--- src/rtl/hdmi_text_axi_pkg.sv ---
// Shared types and constants for the HDMI text controller AXI4-Lite register access path.
//   RESP_OKAY / RESP_SLVERR : AXI read response codes
//   rd_state_t              : read responder FSM states (WAIT only reachable with HDMI_RD_PIPE_EN)
//   idx_width()             : word-index width for a given byte-address width
package hdmi_text_axi_pkg;

  localparam logic [1:0] RESP_OKAY   = 2'b00;
  localparam logic [1:0] RESP_SLVERR = 2'b10;

  typedef enum logic [2:0] {
    IDLE,
    FETCH,
    WAIT,
    CAPTURE,
    RESP
  } rd_state_t;

  // Byte address -> 32-bit word index drops the two byte-lane bits.
  function automatic int unsigned idx_width(input int unsigned addr_width);
    return addr_width - 2;
  endfunction

  localparam int unsigned AXI_ADDR_WIDTH = 12;
  localparam int unsigned IDX_WIDTH      = idx_width(AXI_ADDR_WIDTH);

endpackage

--- src/rtl/axi_lite_reg_reader.sv ---
// AXI4-Lite read-channel responder for the HDMI text controller register bank.
// Accepts one AR request at a time, strobes a synchronous read of the addressed word and
// returns it on R (OKAY), or returns zero with SLVERR for indices beyond NUM_REGS.
//
// Ports:
//   clk, reset            : clock, asynchronous active-high reset
//   s_araddr/arvalid/arready : AXI AR channel (byte address, low two bits ignored)
//   s_rdata/rresp/rvalid/rready : AXI R channel
//   reg_rd_en / reg_rd_idx : one-cycle read strobe and word index to the bank
//   reg_rd_data           : bank output, one cycle after the strobe (two with HDMI_RD_PIPE_EN)
//   rd_busy               : high whenever the responder is not idle
//
// Build option: define HDMI_RD_PIPE_EN for banks with a registered output; this adds a WAIT
// state between FETCH and CAPTURE.
module axi_lite_reg_reader
  import hdmi_text_axi_pkg::*;
#(
  parameter int unsigned DATA_WIDTH = 32,
  parameter int unsigned ADDR_WIDTH = 12,
  parameter int unsigned NUM_REGS   = 601
) (
  input  logic                  clk,
  input  logic                  reset,
  input  logic [ADDR_WIDTH-1:0] s_araddr,
  input  logic                  s_arvalid,
  output logic                  s_arready,
  output logic [DATA_WIDTH-1:0] s_rdata,
  output logic [1:0]            s_rresp,
  output logic                  s_rvalid,
  input  logic                  s_rready,
  output logic                  reg_rd_en,
  output logic [ADDR_WIDTH-3:0] reg_rd_idx,
  input  logic [DATA_WIDTH-1:0] reg_rd_data,
  output logic                  rd_busy
);

  localparam int unsigned IdxW = idx_width(ADDR_WIDTH);

  rd_state_t             state_q, state_d;
  logic                  arready_q, arready_d;
  logic [DATA_WIDTH-1:0] rdata_q, rdata_d;
  logic [1:0]            rresp_q, rresp_d;
  logic                  rvalid_q, rvalid_d;
  logic                  rd_en_q, rd_en_d;
  logic [IdxW-1:0]       rd_idx_q, rd_idx_d;
  logic                  range_ok_q, range_ok_d;
  logic                  busy_q, busy_d;

  logic [IdxW-1:0] ar_idx;
  logic            ar_in_range;
  logic            unused_addr_lsb;

  assign ar_idx          = s_araddr[ADDR_WIDTH-1:2];
  assign unused_addr_lsb = ^s_araddr[1:0];
  // Single range compare at acceptance; the result gates the bank strobe and picks the response.
  assign ar_in_range     = (32'(ar_idx) < NUM_REGS);

  always_comb begin
    state_d    = state_q;
    arready_d  = arready_q;
    rdata_d    = rdata_q;
    rresp_d    = rresp_q;
    rvalid_d   = rvalid_q;
    rd_en_d    = 1'b0;
    rd_idx_d   = rd_idx_q;
    range_ok_d = range_ok_q;

    unique case (state_q)
      IDLE: begin
        if (s_arvalid && arready_q) begin
          rd_idx_d   = ar_idx;
          range_ok_d = ar_in_range;
          rd_en_d    = ar_in_range;
          arready_d  = 1'b0;
          state_d    = FETCH;
        end else begin
          // Covers the first cycle out of reset, where arready is still low.
          arready_d = 1'b1;
        end
      end
      FETCH: begin
`ifdef HDMI_RD_PIPE_EN
        state_d = WAIT;
`else
        state_d = CAPTURE;
`endif
      end
`ifdef HDMI_RD_PIPE_EN
      WAIT: begin
        state_d = CAPTURE;
      end
`endif
      CAPTURE: begin
        if (range_ok_q) begin
          rdata_d = reg_rd_data;
          rresp_d = RESP_OKAY;
        end else begin
          rdata_d = '0;
          rresp_d = RESP_SLVERR;
        end
        rvalid_d = 1'b1;
        state_d  = RESP;
      end
      RESP: begin
        if (rvalid_q && s_rready) begin
          rvalid_d  = 1'b0;
          arready_d = 1'b1;
          state_d   = IDLE;
        end
      end
      default: begin
        state_d   = IDLE;
        arready_d = 1'b0;
        rvalid_d  = 1'b0;
      end
    endcase

    busy_d = (state_d != IDLE);
  end

  always_ff @(posedge clk or posedge reset) begin
    if (reset) begin
      state_q    <= IDLE;
      arready_q  <= 1'b0;
      rdata_q    <= '0;
      rresp_q    <= RESP_OKAY;
      rvalid_q   <= 1'b0;
      rd_en_q    <= 1'b0;
      rd_idx_q   <= '0;
      range_ok_q <= 1'b0;
      busy_q     <= 1'b0;
    end else begin
      state_q    <= state_d;
      arready_q  <= arready_d;
      rdata_q    <= rdata_d;
      rresp_q    <= rresp_d;
      rvalid_q   <= rvalid_d;
      rd_en_q    <= rd_en_d;
      rd_idx_q   <= rd_idx_d;
      range_ok_q <= range_ok_d;
      busy_q     <= busy_d;
    end
  end

  assign s_arready  = arready_q;
  assign s_rdata    = rdata_q;
  assign s_rresp    = rresp_q;
  assign s_rvalid   = rvalid_q;
  assign reg_rd_en  = rd_en_q;
  assign reg_rd_idx = rd_idx_q;
  assign rd_busy    = busy_q;

endmodule

--- config.mk ---
export PLATFORM = sky130hd
export DESIGN_NAME = axi_lite_reg_reader
export DESIGN_NICKNAME = d
export VERILOG_FILES = /design/src/rtl/hdmi_text_axi_pkg.sv /design/src/rtl/axi_lite_reg_reader.sv
export SDC_FILE = /design/constraint.sdc
export NUM_CORES = 1
export LEC_CHECK = 0
export CAP_MARGIN = 25
export CORE_UTILIZATION = 28
export DETAILED_ROUTE_END_ITERATION = 6
export PLACE_DENSITY = 0.57
export SLEW_MARGIN = 0
export SYNTH_ARGS = -nofsm -noshare
export SYNTH_HDL_FRONTEND = slang
export SYNTH_SLANG_ARGS = --single-unit
export TNS_END_PERCENT = 30
--- constraint.sdc ---
create_clock -name clk -period 2.1 [get_ports clk]
set_input_delay 0.42 -clock clk [delete_from_list [all_inputs] [get_ports clk]]
set_output_delay 0.42 -clock clk [all_outputs]
set_load 0.005 [all_outputs]
==> results.toml <==
[finish]
final_common_cell = "clkdlybuf4s50_1"
antenna_cells = 0
final_cell_mix = "clkdlybuf4s50_1 (92), nand2_1 (69), dfrtp_1 (51), o21ai_0 (34), mux2_2 (10)"
drive_gt1_share_pct = 8.81
area_delta_synth_final_pct = 53.6
n_fill_cell = 733
seqCellArea_sq_mm = 0.00128
multi_input_comb_area_sq_um = 697
fin_nets = 342

[yosys]
syn-num-nets = 251
yosys_register_bits = 51
synth_top_family_by_area = "simple AND/OR/NAND/NOR gates"
yosysSeqAreaShare_pct = 61.4
synth_cell_types = 27
synth_area_sq_mm = 0.00208
syn_avg_cell_area_sq_um = 10.2
ys_warn_count = 0
synthCells = 203
synthMuxAreaShare_pct = 5.90
ys.flop_type = "dfrtp_1"
synth-compound-area-share_pct = 10.9
synthAdderAreaFrac_pct = 0
synthSimpleGateAreaFrac_pct = 16.6
synth_xor_area_share_pct = 0
synth-edff-count = 0
async_flop_share_pct = 100

[die]
rows = 31
die_h_um = 88.2
initial_core_util_pct = 28.8
dieWidth_um = 88.2
core_region_area_sq_mm = 0.00721
ios = 96
die_area_sq_mm = 0.00777

[cts]
htree_num_levels = 2
max-clock-path-buffers = 2
clkTransAtPathRegs_ps = 90
root_buffer = "clkbuf_8"
hold_buffers = 0
cts_setup_buffers = 0
cts_resized = 0
cts_tree = "built"
cts.sinks = 51
numCtsBuffers = 5
clk_latency_ps = 300

[grt]
grt_use_total_pct = 12.2
grt_pass1_vias = 1531
grt_overflow = 0
grt_max_degree = 35
grt_pass1_wl_um = 7250
antenna_found_initial = 0

[min_path]
min_path_type = "in -> async"

[setup_path]
required_ps = 1680
path_cells = "clkdlybuf4s50_1"
cp.depth = 1
critPathKind = "reg -> out"
r2r_cells = 3
critPathMaxFanout = 4
critPathCaptureType = "output port"
critPathBufInv = 1
crit_family = "buffers and inverters"
cpPeakStageDelay_ps = 510
critPathArrivalTime_ps = 1190
crit_path_top_delay_cell = "clkdlybuf4s50_1"
start_kind = "flip-flop"

[sta]
fin_worst_skew_ps = 6.46
drv_slew = 0
min_period_over_period_pct = 76.7
timing.fmax_mhz = 621
hold_violations = 0
setup_viol = 0
relSlewSlack_pct = 64.9
rsz0062_at_grt = "false"
setup_tns_ps = 0
fin_crit_ps = 1610
worst_pin_slew_ps = 526

[power_and_ir_drop]
p_leak_uw = 0.00140
peakVddDrop_uv = 494
total_power_uw = 4050
powerDensity_mw_per_mm2 = 1270

[placed_design]
portBuffers = 92
gp_congestion = 0.686
hpwl_um = 3310

[routing]
vias = 1666
viasPerCell = 4.23
postRouteAntennaNets = 0
drt_iter0_markers = 66
drt-wirelength-per-cell_um = 11.9
drc = 0
wirelength_um = 4690
drt-pass1-iter-count = 4

[flow_run]
cap_violations = 0

[status]
outcome = "finished clean"
cell families after synthesis:
logic type / count (synthesis)
buffers and inverters: 17
DFF: 51
other: 1
muxes: 11
AOI/OAI and AO/OA: 42
and+or+nand+nor: 81
layout make-up:
class / count / area share, %
Clock inverter: 1 / 0.157
Clock buffer: 7 / 2.39
Inverter: 3 / 0.353
Tap cell: 99 / 3.88
Multi-Input combinational cell: 135 / 21.8
Timing Repair Buffer: 98 / 31.4
Sequential cell: 51 / 40.0
final timing paths:
kind | slack (ps) | startpoint | endpoint
max in group asynchronous | 1090 | reset | s_rdata[27]
min | 470 | reset | s_rdata[22]
max reg2reg | 510 | state_q[0] | s_rdata[13]
max | 490 | s_arready | s_arready
min in group clk | 480 | s_rdata[18] | s_rdata[18]
min reg2reg | 480 | s_rdata[18] | s_rdata[18]
power by group:
group,total [uW],internal [uW],leakage (uW),switching (uW)
clock,537,235,0.0000422,302
sequential,1680,1430,0.000637,255
combinational,1830,1120,0.000721,710
sequential cells by signal, summed over array words and instances (netlist names):
name        flops
s_rresp         1
s_rvalid        1
range_ok_q      1
state_q         3
s_rdata        32
s_arready       1
reg_rd_en       1
reg_rd_idx     10
rd_busy         1
per-stage QoR:
step | util (%) | setup WS [ps] | hold WS, ps | cells | area (sq um)
after global routing | 44.3 | 331 | 503 | 394 | 3190
after global placement | 43.1 | 222 | 460 | 386 | 3110
after CTS | 44.3 | 455 | 490 | 394 | 3190
after floorplan | - | 450 | 470 | 203 | 2080
after detailed placement | 43.1 | 206 | 469 | 386 | 3110
final | 44.3 | 490 | 470 | 394 | 3190
metal layers:
metal | share of wire (%) | GRT usage, %
met4 | 1.0 | 3.52
met3 | 7.8 | 4.71
met1 | 45 | 15.4
met5 | 0 | 0
met2 | 46 | 19.5
cells in the mapped netlist (2+ instances only):
library cell  count  area share [%]
nor2_1            4            0.72
o21ai_1           2            0.48
dfrtp_1          51              61
o21ai_0          34             8.2
clkbuf_1          5            0.90
nor3_1            2            0.48
mux2_2           10             5.4
inv_1             3            0.54
nand2_1          69              12
buf_2             2            0.48
buf_6             4             2.2
buf_4             2            0.72
Power figures use the tool's default switching activity.
